### src/rtl/se_pkg.sv
// ============================================================================
//  se_pkg
//  Shared widths, FSM state type, note record and the built-in effect scores.
//  Revision: 1.0
// ============================================================================
`default_nettype none

package se_pkg;

  localparam int SE_NUM_EFFECTS = 4;
  localparam int SE_MAX_NOTES   = 16;
  localparam int SE_FREQ_W      = 16;
  localparam int SE_DUR_W       = 32;

  typedef enum logic [0:0] {
    IDLE = 1'b0,
    PLAY = 1'b1
  } se_state_t;

  typedef struct packed {
    logic [SE_FREQ_W-1:0] freq;
    logic [SE_DUR_W-1:0]  duration;
    logic                 last;
  } se_note_t;

  // Effect 0: two-tone chirp.
  localparam se_note_t SE_FX0 [2] = '{
    '{16'd1000, 32'd4, 1'b0},
    '{16'd1300, 32'd4, 1'b1}
  };

  // Effect 1: tone, rest, tone.
  localparam se_note_t SE_FX1 [3] = '{
    '{16'd500, 32'd2, 1'b0},
    '{16'd0,   32'd3, 1'b0},
    '{16'd700, 32'd2, 1'b1}
  };

  // Effect 2 is an unterminated ramp; it runs until the note index limit.
  localparam int SE_FX2_LEN = 16;

  function automatic se_note_t se_fx2_note(input int idx);
    se_note_t n;
    n.freq     = SE_FREQ_W'(100 * (idx + 1));
    n.duration = (idx == 0) ? SE_DUR_W'(0) : ((idx == 1) ? SE_DUR_W'(2) : SE_DUR_W'(1));
    n.last     = 1'b0;
    return n;
  endfunction

  // Effect 3: long alert with a short gap.
  localparam se_note_t SE_FX3 [3] = '{
    '{16'd440, 32'd8, 1'b0},
    '{16'd0,   32'd2, 1'b0},
    '{16'd880, 32'd8, 1'b1}
  };

endpackage

`default_nettype wire

### src/rtl/se_score_rom.sv
// ============================================================================
//  se_score_rom
//  Combinational (effect, note index) -> note record lookup.
//  Revision: 1.0
// ============================================================================
`default_nettype none

module se_score_rom
  import se_pkg::*;
#(
  parameter int SEL_W = 2,
  parameter int IDX_W = 4
) (
  input  logic [SEL_W-1:0] effect,
  input  logic [IDX_W-1:0] index,
  output se_note_t         note
);

  // Out-of-table reads give a one-cycle terminating rest.
  localparam se_note_t c_pad = '{freq: '0, duration: SE_DUR_W'(1), last: 1'b1};

  int w_fx;
  int w_ix;

  assign w_fx = int'(effect);
  assign w_ix = int'(index);

  always_comb begin
    note = c_pad;
    case (w_fx)
      0: for (int i = 0; i < 2; i++) if (w_ix == i) note = SE_FX0[i];
      1: for (int i = 0; i < 3; i++) if (w_ix == i) note = SE_FX1[i];
      2: if (w_ix < SE_FX2_LEN) note = se_fx2_note(w_ix);
      3: for (int i = 0; i < 3; i++) if (w_ix == i) note = SE_FX3[i];
      default: note = c_pad;
    endcase
  end

endmodule

`default_nettype wire

### src/rtl/se_sequencer.sv
// ============================================================================
//  se_sequencer
//  Sound-effect note sequencer with registered tone outputs.
//  Optional feature macro: SE_SEQ_LOOP_EN (adds iLoop, repeat-until-stop).
//  Revision: 1.0
// ============================================================================
`default_nettype none

module se_sequencer
  import se_pkg::*;
#(
  parameter int NUM_EFFECTS = SE_NUM_EFFECTS,
  parameter int MAX_NOTES   = SE_MAX_NOTES,
  parameter int FREQ_W      = SE_FREQ_W,
  parameter int DUR_W       = SE_DUR_W,
  localparam int SEL_W = (NUM_EFFECTS > 1) ? $clog2(NUM_EFFECTS) : 1,
  localparam int IDX_W = (MAX_NOTES > 1) ? $clog2(MAX_NOTES) : 1
) (
  input  logic              iClock,
  input  logic              iReset,
  input  logic              iTrig,
  input  logic [SEL_W-1:0]  iSel,
  input  logic              iStop,
`ifdef SE_SEQ_LOOP_EN
  input  logic              iLoop,
`endif
  output logic              oEnable,
  output logic [FREQ_W-1:0] oFreq,
  output logic              oBusy,
  output logic              oDone,
  output logic [IDX_W-1:0]  oNote
);

  localparam logic [IDX_W-1:0] c_last_idx = IDX_W'(MAX_NOTES - 1);

  se_state_t         r_state, w_state;
  logic [SEL_W-1:0]  r_sel, w_sel, w_sel_clamped;
  logic [IDX_W-1:0]  r_idx, w_idx;
  logic [DUR_W-1:0]  r_timer, w_timer, r_dur, w_dur_eff;
  logic              r_last;
  logic              w_done, w_expire, w_abort, w_start, w_loop_on, w_tone;
  logic [FREQ_W-1:0] w_freq;
  se_note_t          w_note;

`ifdef SE_SEQ_LOOP_EN
  logic r_loop;
  assign w_loop_on = r_loop;
`else
  assign w_loop_on = 1'b0;
`endif

  assign w_sel_clamped = (int'(iSel) >= NUM_EFFECTS) ? '0 : iSel;
  assign w_dur_eff     = (r_dur == '0) ? DUR_W'(1) : r_dur;
  assign w_expire      = (r_timer >= w_dur_eff - DUR_W'(1));
  assign w_abort       = (r_state == PLAY) && iStop;
  assign w_start       = !w_abort && iTrig;

  always_comb begin
    w_state = r_state;
    w_sel   = r_sel;
    w_idx   = r_idx;
    w_timer = r_timer;
    w_done  = 1'b0;
    if (w_abort) begin
      w_state = IDLE;
      w_idx   = '0;
      w_timer = '0;
    end else if (w_start) begin
      w_state = PLAY;
      w_sel   = w_sel_clamped;
      w_idx   = '0;
      w_timer = '0;
    end else if (r_state == PLAY) begin
      if (w_expire) begin
        w_timer = '0;
        if (r_last || (r_idx == c_last_idx)) begin
          w_idx = '0;
          if (!w_loop_on) begin
            w_state = IDLE;
            w_done  = 1'b1;
          end
        end else begin
          w_idx = r_idx + 1'b1;
        end
      end else begin
        w_timer = r_timer + 1'b1;
      end
    end
  end

  // Look up the note about to be entered so the outputs can be registered.
  se_score_rom #(
    .SEL_W (SEL_W),
    .IDX_W (IDX_W)
  ) u_rom (
    .effect (w_sel),
    .index  (w_idx),
    .note   (w_note)
  );

  assign w_freq = FREQ_W'(w_note.freq);
  assign w_tone = (w_state == PLAY) && (w_freq != '0);

  always_ff @(posedge iClock) begin
    if (iReset) begin
      r_state <= IDLE;
      r_sel   <= '0;
      r_idx   <= '0;
      r_timer <= '0;
      r_dur   <= '0;
      r_last  <= 1'b0;
`ifdef SE_SEQ_LOOP_EN
      r_loop  <= 1'b0;
`endif
      oEnable <= 1'b0;
      oFreq   <= '0;
      oBusy   <= 1'b0;
      oDone   <= 1'b0;
      oNote   <= '0;
    end else begin
      r_state <= w_state;
      r_sel   <= w_sel;
      r_idx   <= w_idx;
      r_timer <= w_timer;
      r_dur   <= DUR_W'(w_note.duration);
      r_last  <= w_note.last;
`ifdef SE_SEQ_LOOP_EN
      if (w_start) r_loop <= iLoop;
`endif
      oEnable <= w_tone;
      oFreq   <= w_tone ? w_freq : '0;
      oBusy   <= (w_state == PLAY);
      oDone   <= w_done;
      oNote   <= w_idx;
    end
  end

endmodule

`default_nettype wire

### config.mk
export PLATFORM = sky130hd
export DESIGN_NAME = se_sequencer
export DESIGN_NICKNAME = d
export VERILOG_FILES = /design/src/rtl/se_pkg.sv /design/src/rtl/se_score_rom.sv /design/src/rtl/se_sequencer.sv
export SDC_FILE = /design/constraint.sdc
export NUM_CORES = 1
export LEC_CHECK = 0
export BUFFER_PORTS_ARGS = -buffer_cell sky130_fd_sc_hd__buf_2
export CAP_MARGIN = 30
export CORE_MARGIN = 3
export CORE_UTILIZATION = 40
export DETAILED_ROUTE_END_ITERATION = 6
export PLACE_DENSITY = 0.53
export SETUP_SLACK_MARGIN = 0.3
export SLEW_MARGIN = 10
export SYNTH_ARGS = -nofsm -noshare
export SYNTH_HDL_FRONTEND = slang
export SYNTH_SLANG_ARGS = --single-unit
### constraint.sdc
create_clock -name iClock -period 10 [get_ports iClock]
set_clock_uncertainty 0.1 [all_clocks]
set_input_delay 0 -clock iClock [delete_from_list [all_inputs] [get_ports iClock]]
set_output_delay 0 -clock iClock [all_outputs]
set_load 0.005 [all_outputs]
[Word level (Yosys, flattened, before mapping)]
Cells that the tools add are included.
Word-level totals
  register bits after elaboration: 90
  input port bits: 6
  output and inout port bits: 23
  word-level logic and storage cells: 64
Cells by class
  add/sub/neg operators: 4
  multipliers: 1
  $lt $le $gt $ge: 2
  equal/unequal tests: 6
  muxes and demuxes: 27
  bitwise operators: 3
  reduce and logical (&&, ||, !) cells: 12
Operator list (count)
  $pmux W49 S4: 1
  $mux W42: 4
  $mux W43: 3
  $logic_not A32 Y1: 3
  $mux W32: 3
  $mux W49: 1
  $mux W44: 1
  $add A32 B1 Y32 const B: 1
  $ge A32 B32 Y1: 1
  $mul A6 B32 Y14 const A: 1
  $sub A32 B1 Y32 const B: 1
  $mux W4: 5
  $reduce_bool A16 Y1: 1
  $mux W1: 6
  $mux W2: 3
  $add A4 B1 Y5 const B: 1
  $lt A4 B5 Y1 const B: 1
  $reduce_or A5 Y1: 1
  $add A4 B1 Y4 const B: 1
  $eq A2 B2 Y1 const B: 2
  $eq A4 B2 Y1 const B: 1
  $eq A4 B3 Y1 const B: 1
  $eq A4 B4 Y1 const B: 1
  $logic_and A1 B1 Y1: 3
  6 further kinds: 8

[Depth between registers and ports, before layout]
Gate-level depths: netlist of run 1.
  depth after elaboration: 17
  depth in mapped cells: 29
  gate-level depth less buffers: 29

[By module]
Synthesis of run 1 repeated with hierarchy kept, for this count alone.
Second synthesis, totals
  cells, all modules: 667
  area total of the unflattened synthesis: 5680.4 um^2
By module, submodules not included
  se_sequencer: instances 1, cells each 517, area an instance 4623.2 um^2, sequential area each 1801.7 um^2
  se_score_rom: instances 1, cells each 150, area an instance 1057.3 um^2, sequential area each 0.0 um^2

[Worst setup path after synthesis of run 1]
Ideal clock, no wire load.
  path type: register -> register
  start point: reg r_dur[3]
  end point: reg oEnable
  library setup time: 0.125 ns
  data arrival time: 5.904 ns
  required time: 9.775 ns
  setup slack: 3.871 ns
  stages on the path, launching flop included: 28
  path buffers: 0
  clock period less this slack: 6.129 ns
  path through: dfxtp_1 -> inv_1 -> nor4_1 -> ha_1 -> inv_1 -> ha_1 -> a21oi_2 -> nand2_1 -> o31ai_2 -> a21boi_2 -> o21ai_4 -> nor2_1 -> a21oi_1 -> nand2b_1 -> inv_1 -> ha_1 -> xnor2_1 -> ha_1 -> ha_1 -> ha_1 -> fa_1 -> xor2_1 -> or4_1 -> nor3_1 -> o21ai_0 -> a31oi_1 -> o21ai_1 -> o41a_1
Between the ends
  cells in the longest elaborated chain, start to end: 15
  elaborated cells between the ends (all ways): 30
  those cells by class: 2 x add/sub; 1 x mul; 2 x order compare; 2 x eq/ne; 19 x mux; 4 x reduce/logical
Ends and longest elaborated chain
  start: declaration: RTL line se_sequencer.sv:39  | logic [DUR_W-1:0] r_timer, w_timer, r_dur, w_dur_eff;
  start signal: assignment: RTL line se_sequencer.sv:125  | r_dur <= DUR_W'(w_note.duration);
  $logic_not A32 Y1: RTL line se_sequencer.sv:53  | assign w_dur_eff = (r_dur == '0) ? DUR_W'(1) : r_dur;
  $mux W32 (*): RTL line se_sequencer.sv:53
  $sub A32 B1 Y32 (*): RTL line se_sequencer.sv:54  | assign w_expire = (r_timer >= w_dur_eff - DUR_W'(1));
  $ge A32 B32 Y1 (*): RTL line se_sequencer.sv:54
  $mux W4 (*): RTL line se_sequencer.sv:74  | if (w_expire) begin
  $mux W4 (*): RTL line se_sequencer.sv:73  | end else if (r_state == PLAY) begin
  $mux W4 (*): RTL line se_sequencer.sv:68  | end else if (w_start) begin
  $mux W4 (*): RTL line se_sequencer.sv:64  | if (w_abort) begin
  net u_rom.index[1]: RTL line se_score_rom.sv:15  | input logic [IDX_W-1:0] index,
  parallel branches: the longest is 4 deep, another holds $mul A6 B32 Y14
  $pmux W49 S4 (*): RTL line se_score_rom.sv:30  | case (w_fx)
  $reduce_bool A16 Y1 (*): RTL line se_sequencer.sv:102  | assign w_tone = (w_state == PLAY) && (w_freq != '0);
  $logic_and A1 B1 Y1 (*): RTL line se_sequencer.sv:102
  end signal: assignment: RTL line se_sequencer.sv:130  | oEnable <= w_tone;
  end: declaration: RTL line se_sequencer.sv:27  | output logic oEnable,
Mark *: on every way through the listed nets, which the timed path passes.
A chain may end at the register's enable or synchronous reset.

[Final worst setup path of run 1]
Ends and elaborated chain as after synthesis.

==> flow_summary.ini, run 1 <==
[final_layout]
stdcell_count = 639
layout_common_cells = nor2_1, dfxtp_1, ha_1
drive_above_1_share = 0.118
fill_cells = 946
fin_area_sq_um = 4470
final_common_cell = nor2_1
antenna_cells = 0
area_growth_syn_to_layout_pct = 13.9
nets = 565
fin_util = 0.477

[power_and_ir_drop]
power.leakage_nw = 1.97
p_total_uw = 525
power_density_nw_per_um2 = 117
ir_drop_mv = 0.0971

[critical_path]
r2r-end = oEnable
critPathArrivalTime_ns = 6.86
end_kind = flop
crit_start = r_dur[3]
reg2reg_depth = 27
r2r_setup_slack_ns = 3.27
cp_max_fo = 10
crit_required_ns = 10.13
endpoint = oEnable
cp-start-kind = flop
reg2reg_from = r_dur[3]
crit_type = flop to flop

[clock_network]
h-tree-depth = 3
clockRootBuffer = clkbuf_8
cts_buffer_depth = 2
insertion_delay_ns = 0.34
cts_tree = built
cts.clk_slew.worst_paths_ns = 0.07
cts_sinks = 57
cts_resized = 0
cts_buffers = 9

[grt]
grt_overflow = 0
first_global_vias = 3258
grt_pass1_wl_mm = 15.5
antenna_found_initial = 0
grt_max_degree = 22
grt_usage = 0.171

[min_path]
hold_start = iTrig
hp-class = input port to flop

[placement]
place_area_sq_um = 4230
hpwl_mm = 6.72
place.gp.congestion = 0.812
dp.cells = 620
post-place-ws_ns = 3.27
numPortBuffers = 23

[yosys]
synth_edf_count = 0
ys_seq_area_frac = 0.291
syn_inst = 458
synthFlopType = dfxtp_1
ys_seq_elements = 57
synth_area_leaders = dfxtp_1, ha_1, nor2_1
syn-cell-area_sq_um = 3930
synth_area_per_cell_sq_um = 8.58
async_reset_ff_frac = 0
ys_types = 66
synth_area_leader_cell = dfxtp_1
synth_warnings = 0
post-synth-top-area-fraction = 0.291

[floorplanning]
die_w_microns = 105
die_y_microns = 105
num_io_pins = 29
initial_core_util = 0.419
rows = 35
coreArea_sq_um = 9370
dieArea_sq_um = 11000

[routing]
ant_nets = 0
top_layer = met4
met3_wirelength_microns = 353
met2WireLength_mm = 4.21
firstDrtPassIters = 4
wl_per_cell_microns = 13.8
drt_iter0_markers = 74
routed_wl_mm = 8.84
drcViolationCount = 0
routed_via_density = 5.11
via_count = 3264
wl_met1_mm = 4.20

[timing]
fin_ws_ns = 3.27
final.setup.tns_ns = 0
hold_slack_ns = 0.0516
tightestPinTransition_ns = 0.877
rsz0062_at_grt = false
setup_viol = 0
final_max_slew_viol_count = 0
period_minus_slack_ns = 6.73
period_share = 0.673
max_freq_ghz = 0.149
hold_viol = 0
max_slew_margin = 0.399

[run_status]
status = finished, final reports clean

[run]
drv_cap = 0
## sequential cells by signal, indices dropped and copies added, names as in the netlist
| name | count |
|---|---|
| r_state | 1 |
| r_timer | 32 |
| oEnable | 1 |
| r_last | 1 |
| oDone | 1 |
| oFreq | 11 |
| r_dur | 4 |
| r_sel | 2 |
| r_idx | 4 |
## synthesized netlist by cell type (2+ instances only)
library cell and instances:
nor2_1 70, dfxtp_1 57, ha_1 53, nand2_1 43
xor2_1 27, a21oi_1 23, nand3_1 21, nand4_1 14
xnor2_1 14, o21ai_0 11, and3_1 8, nor3_1 8
clkbuf_1 7, inv_1 7, o21a_1 6, a211oi_1 5
and2_1 5, buf_4 5, a21o_1 4, a31oi_1 4
mux2i_1 4, nor2b_1 4, and4_1 3, nor3b_1 3
nor4_1 3, a221oi_2 2, a22oi_1 2, buf_2 2
buf_6 2, conb_1 2, mux2_2 2, nand3b_1 2
o21ba_4 2
## layout make-up
class,instances,area (sq um),area share
multi-input cells,401,2750,0.614
flip-flops and latches,57,1140,0.255
repair buffers,28,180,0.0403
well taps,129,161,0.0361
clock buffers,10,128,0.0285
clock inverters,6,82.6,0.0185
inverters,8,35.0,0.00783
## timing repair
action / CTS / global route
hold buffers: 3 / 0
endpoints found under the hold margin: 12 / 0
setup buffers: 0 / 0
## critical path, cell delays in order (launching register included)
cell and delay (ns):
dfxtp_1 0.35, inv_1 0.06, nor4_1 0.36, ha_1 0.21, inv_1 0.15, ha_1 0.38, a21oi_2 0.19, nand2_1 0.09
o31ai_2 0.34, a21boi_2 0.13, o21ai_4 0.33, nor2_1 0.09, a21oi_1 0.15, nand2b_1 0.19, inv_1 0.08, ha_1 0.20
xnor2_1 0.31, ha_1 0.29, ha_1 0.29, ha_1 0.33, fa_1 0.46, xor2_1 0.19, or4_1 0.40, nor3_1 0.19
o21ai_0 0.09, a31oi_1 0.17, o21ai_1 0.10, o41a_1 0.40
## per-layer routing
metal  track usage  vias to the layer above
li1              -                     1699
met1         0.216                     1497
met2         0.286                       61
met3        0.0432                        7
met4        0.0562                        0
met5             0                        -
## how the worst min path moves through the flow
stage                            end  slack [ns]  depth (start not counted)
after CTS                 r_timer[1]        0.03                          3
after global routing      r_timer[1]        0.07                          3
final                     r_timer[1]        0.05                          3
after global placement      r_sel[0]        0.18                          3
after detailed placement    r_sel[0]        0.20                          3
after floorplan             r_dur[2]       -0.02                          1
## power by group
group	switching [mW]	leakage, nW	internal, mW
Clock	0.0977	0.106	0.139
Combinational	0.0320	1.41	0.0211
Sequential	0.00362	0.462	0.232
## kinds of logic (layout without fill, tap and decap cells)
logic type / after synthesis / after routing / share of synthesized area
other: 2 / 26 / 0.00191
adder cells (fa/ha/maj): 54 / 54 / 0.174
buffers and inverters: 24 / 52 / 0.0335
AO/OA/AOI/OAI: 81 / 81 / 0.154
AND/OR/NAND/NOR: 192 / 192 / 0.235
XOR/XNOR: 41 / 41 / 0.0914
flip-flops: 57 / 57 / 0.291
multiplexers: 7 / 7 / 0.0198
Note: power is estimated with default switching activity, not from simulation.
==> inputs of run 2 (changes only) <==
--- a/config.mk
+++ b/config.mk
@@ -5,12 +5,13 @@
 export SDC_FILE = /design/constraint.sdc
 export NUM_CORES = 1
 export LEC_CHECK = 0
+export ABC_AREA = 1
 export BUFFER_PORTS_ARGS = -buffer_cell sky130_fd_sc_hd__buf_2
 export CAP_MARGIN = 30
 export CORE_MARGIN = 3
 export CORE_UTILIZATION = 40
 export DETAILED_ROUTE_END_ITERATION = 6
-export PLACE_DENSITY = 0.53
+export PLACE_DENSITY = 0.55
 export SETUP_SLACK_MARGIN = 0.3
 export SLEW_MARGIN = 10
 export SYNTH_ARGS = -nofsm -noshare
==> constraint.sdc (replaced) <==
create_clock -name iClock -period 5.5 [get_ports iClock]
set_clock_uncertainty 0.1 [all_clocks]
set_input_delay 0 -clock iClock [delete_from_list [all_inputs] [get_ports iClock]]
set_output_delay 0 -clock iClock [all_outputs]
set_load 0.005 [all_outputs]
==> flow_summary.ini, run 2 <==
[critical_path]
crit_required_ns = 5.69
critPathArrivalTime_ns = 5.68
reg2reg_from = r_dur[2]
cp_max_fo = 7
cp-start-kind = flop
max_stage_delay_ns = 0.33
crit_start = r_dur[2]
end_kind = flop
crit_path_frequent_cell = buf_4
cpMaxStageDelayCell = dfxtp_2
crit_type = flop to flop

[final_layout]
regMostFlops = r_timer
final_common_cell = nand2_1
antenna_cells = 0
area_growth_syn_to_layout_pct = 32.9
top_regs = r_timer: 32 flops, oFreq: 11 flops
nets = 734
stdcell_count = 812
fin_util = 0.549
layout_common_cells = nand2_1, nor2_1, inv_1
drive_above_1_share = 0.267
largest_register_ffs = 32
fill_cells = 983
fin_area_sq_um = 5390

[routing]
via_count = 3923
routed_via_density = 4.83
drcViolationCount = 0
wl_per_cell_microns = 13.0
firstDrtPassIters = 4
drt_iter0_markers = 151
routed_wl_mm = 10.6
ant_nets = 0

[power_and_ir_drop]
ir_drop_mv = 0.115
power_density_nw_per_um2 = 182
power.leakage_nw = 2.41

[timing]
period_minus_slack_ns = 5.49
fin_ws_ns = 0.0102
period_share = 0.998
hold_slack_ns = 0.0211
tightestPinTransition_ns = 0.667
max_slew_margin = 0.551
final_max_slew_viol_count = 0
hold_viol = 0
setup_viol = 0
rsz0062_at_grt = true
max_freq_ghz = 0.182

[min_path]
hp-class = input port to flop
hold_start = iTrig

[clock_network]
cts_buffers = 9
insertion_delay_ns = 0.35
cts_sinks = 57
cts_tree = built
cts_buffer_depth = 2
h-tree-depth = 3
clockRootBuffer = clkbuf_8
cts.clk_slew.worst_paths_ns = 0.06

[floorplanning]
initial_core_util = 0.413
die_y_microns = 107
dieArea_sq_um = 11400
rows = 36
coreArea_sq_um = 9820
num_io_pins = 29
die_w_microns = 107

[run_status]
status = finished, final reports clean

[yosys]
synth_area_per_cell_sq_um = 7.10
ys_seq_area_frac = 0.281
synth_area_leader_cell = dfxtp_1
synth_warnings = 0
syn-cell-area_sq_um = 4050
synth_edf_count = 0
synthFlopType = dfxtp_1
async_reset_ff_frac = 0
post-synth-top-count-cell = nand2_1
synth_area_leaders = dfxtp_1, ha_1, nand2_1
syn_inst = 571
post-synth-top-area-fraction = 0.281
ys_types = 37
ys_seq_elements = 57
synth_commonest_cells = nand2_1, nor2_1, inv_1

[placement]
place.gp.congestion = 0.882
numPortBuffers = 23
place_area_sq_um = 4710
dp.cells = 760
hpwl_mm = 7.93
post-place-ws_ns = -0.0580

[grt]
first_global_vias = 3939
grt_overflow = 0
grt_usage = 0.198
antenna_found_initial = 0
grt_pass1_wl_mm = 18.0
grt_max_degree = 23

[run]
drv_cap = 0
run 2: cell families (layout without fill, tap and decap cells):
group                      Yosys count  in the layout  synth area share
DFF                                 57             57             0.281
other                                2             26           0.00185
and+or+nand+nor                    290            290             0.336
buffers and inverters               91            175            0.0926
AOI/OAI and AO/OA                   56             56            0.0738
adders and majority gates           54             54             0.169
xor gates and xnor gates            21             21            0.0454
run 2: critical path, delay by kind of cell (launching register included):
| family | cells | cell delay [ns] |
|---|---|---|
| buffers and inverters | 21 | 2.47 |
| and+or+nand+nor | 23 | 2.12 |
| adders and majority gates | 2 | 0.42 |
| DFF | 1 | 0.33 |
run 2: cell type report:
cell class              instances  area (sq um)  area share
clock buffers                  14           183      0.0339
repair buffers                 80           629       0.117
multi-input cells             447          2950       0.547
inverters                      79           307      0.0569
clock inverters                 2          10.0     0.00186
well taps                     133           166      0.0309
flip-flops and latches         57          1140       0.212
run 2: repair_timing:
action                                 4_1_cts  5_1_grt
setup endpoints to repair                   12       12
cloned                                       1        0
pin swaps                                   12       15
buffers inserted                            25        6
gates resized for setup                     17       20
endpoints found under the hold margin       11        0
hold buffers                                 4        0
run 2: path summary, 6_finish.rpt:
check | end | slack [ns] | depth (start not counted)
worst max-delay path | oFreq[8] | 0.01 | 46
worst min-delay path | r_state | 0.02 | 3
worst max register to register | oFreq[8] | 0.01 | 46
worst min register to register | r_timer[9] | 0.40 | 2
run 2: stage by stage:
stage	power, mW	TNS [ns]
after CTS	0.978	0
after detailed placement	0.576	-0.449
final	0.978	0
after global routing	1.03	-4.27
after floorplan	0.535	0
after global placement	0.572	0
run 2: power breakdown:
part	total [mW]	switching [mW]	internal, mW
logic	0.173	0.103	0.0699
clock network	0.379	0.168	0.211
registers	0.426	0.00338	0.423
total	0.978	0.274	0.704
run 2: per-layer routing:
metal | track usage | vias to the layer above | part of all wire
li1 | - | 2036 | -
met1 | 0.226 | 1775 | 0.43
met2 | 0.352 | 80 | 0.50
met3 | 0.0488 | 32 | 0.040
met4 | 0.0804 | 0 | 0.032
met5 | 0 | - | 0
==> inputs of run 3 (changes only) <==
--- a/config.mk
+++ b/config.mk
@@ -6,12 +6,14 @@
 export NUM_CORES = 1
 export LEC_CHECK = 0
 export ABC_AREA = 1
-export BUFFER_PORTS_ARGS = -buffer_cell sky130_fd_sc_hd__buf_2
+export BUFFER_PORTS_ARGS = -buffer_cell sky130_fd_sc_hd__buf_4
 export CAP_MARGIN = 30
+export CELL_PAD_IN_SITES_DETAIL_PLACEMENT = 1
+export CELL_PAD_IN_SITES_GLOBAL_PLACEMENT = 1
 export CORE_MARGIN = 3
 export CORE_UTILIZATION = 40
 export DETAILED_ROUTE_END_ITERATION = 6
-export PLACE_DENSITY = 0.55
+export PLACE_DENSITY = 0.72
 export SETUP_SLACK_MARGIN = 0.3
 export SLEW_MARGIN = 10
 export SYNTH_ARGS = -nofsm -noshare
==> flow_summary.ini, run 3 (synthesized netlist as in run 2, its figures left out) <==
[critical_path]
r2r-end = oFreq[6]
crit_path_frequent_cell = buf_4
max_stage_delay_ns = 0.33
reg2reg_from = r_dur[2]
crit_required_ns = 5.68
end_kind = flop
cpLargestDelayFamily = buffers and inverters
crit_buf_inv = 21
cp-start-kind = flop
r2r_setup_slack_ns = -0.22
critPathArrivalTime_ns = 5.90
cpMaxStageDelayCell = dfxtp_2
crit_type = flop to flop
reg2reg_depth = 48
cp_max_fo = 8
crit_start = r_dur[2]

[timing]
rsz0062_at_grt = true
tightestPinTransition_ns = 0.690
hold_slack_ns = 0.0539
fin_ws_ns = -0.215
final_max_slew_viol_count = 0
hold_viol = 0
period_minus_slack_ns = 5.72
period_share = 1.04
final.setup.tns_ns = -2.01
max_slew_margin = 0.535
setup_viol = 12
max_freq_ghz = 0.175

[routing]
routed_wl_mm = 13.1
firstDrtPassIters = 4
ant_nets = 0
drt_iter0_markers = 137
wl_per_cell_microns = 15.9
via_count = 4152
routed_via_density = 5.06
drcViolationCount = 0

[placement]
post-place-ws_ns = -0.239
place.gp.congestion = 0.877
place_area_sq_um = 4760
hpwl_mm = 9.13
numPortBuffers = 23

[floorplanning]
rows = 36
dieArea_sq_um = 11400
die_y_microns = 107
initial_core_util = 0.413
die_w_microns = 107
coreArea_sq_um = 9820
num_io_pins = 29

[grt]
grt_overflow = 0
first_global_vias = 4476
grt_pass1_wl_mm = 21.3
grt_usage = 0.236
antenna_found_initial = 0
grt_max_degree = 32

[final_layout]
antenna_cells = 0
nets = 745
regMostFlops = r_timer
final_common_cell = nand2_1
layout_common_cells = nand2_1, buf_4, nor2_1
fin_area_sq_um = 5490
area_growth_syn_to_layout_pct = 35.5
drive_above_1_share = 0.279
largest_register_ffs = 32
top_regs = r_timer: 32 flops, oFreq: 11 flops
fin_util = 0.559

[clock_network]
cts_sinks = 57
cts.clk_slew.worst_paths_ns = 0.08
insertion_delay_ns = 0.36
cts_tree = built
cts_buffer_depth = 2
h-tree-depth = 3
clockRootBuffer = clkbuf_8
cts_buffers = 9

[power_and_ir_drop]
ir_drop_mv = 0.111
power.leakage_nw = 2.39
power_density_nw_per_um2 = 172

[run]
drv_cap = 0

[min_path]
hp-class = input port to flop
min_to = r_sel[1]
hold-path-cell-count = 3
hold_start = iSel[1]

[run_status]
status = complete, but fails checks
violations = negative setup slack
## run 3: per-layer routing
metal	GRT usage	vias up	share of wire
met3	0.0560	31	0.023
met5	0	-	0
met2	0.452	55	0.56
li1	-	2055	-
met4	0.0950	0	0.031
met1	0.245	2011	0.39
## run 3: worst max path at each step
stage / endpoint / slack, ns / cells past startpoint
2_1_floorplan: oFreq[7] / 0.31 / 44
3_5_place_dp: oFreq[10] / -0.24 / 43
4_1_cts: oFreq[7] / -0.06 / 44
5_1_grt: oFreq[4] / -0.51 / 45
6_report: oFreq[6] / -0.22 / 48
3_3_place_gp: oFreq[10] / -0.08 / 43
## run 3: area by class of cell
cell class	instances	area, sq um
fill	1268	4330
multi-input combinational	447	3000
clock buffer	14	163
timing repair buffer	91	709
tap	133	166
sequential	57	1140
inverter	79	307
## run 3: power by group
group          leakage (nW)  total (mW)  switching (mW)  internal [mW]
sequential            0.463       0.427         0.00410          0.423
combinational          1.85       0.170           0.104         0.0655
clock                0.0826       0.348           0.164          0.184
## run 3: timing repair
action                                 4_1_cts  5_1_grt
pin swaps                                   34       34
resized for setup                           10       37
hold buffers                                 4        0
setup endpoints to repair                   12       12
endpoints found under the hold margin       12        0
buffers inserted                            32       11
## run 3: through the flow
step | cells | power [mW]
after floorplan | 595 | 0.535
after global placement | 760 | 0.577
after detailed placement | 760 | 0.584
after CTS | 810 | 0.944
after global routing | 821 | 0.999
final | 821 | 0.944
## run 3: worst register-to-register path: cells and delay by family (launching register included)
kind | cells | cell delay (ns)
AOI/OAI and AO/OA | 2 | 0.30
adders and majority gates | 2 | 0.43
buffers and inverters | 21 | 2.62
DFF | 1 | 0.33
and+or+nand+nor | 23 | 1.87
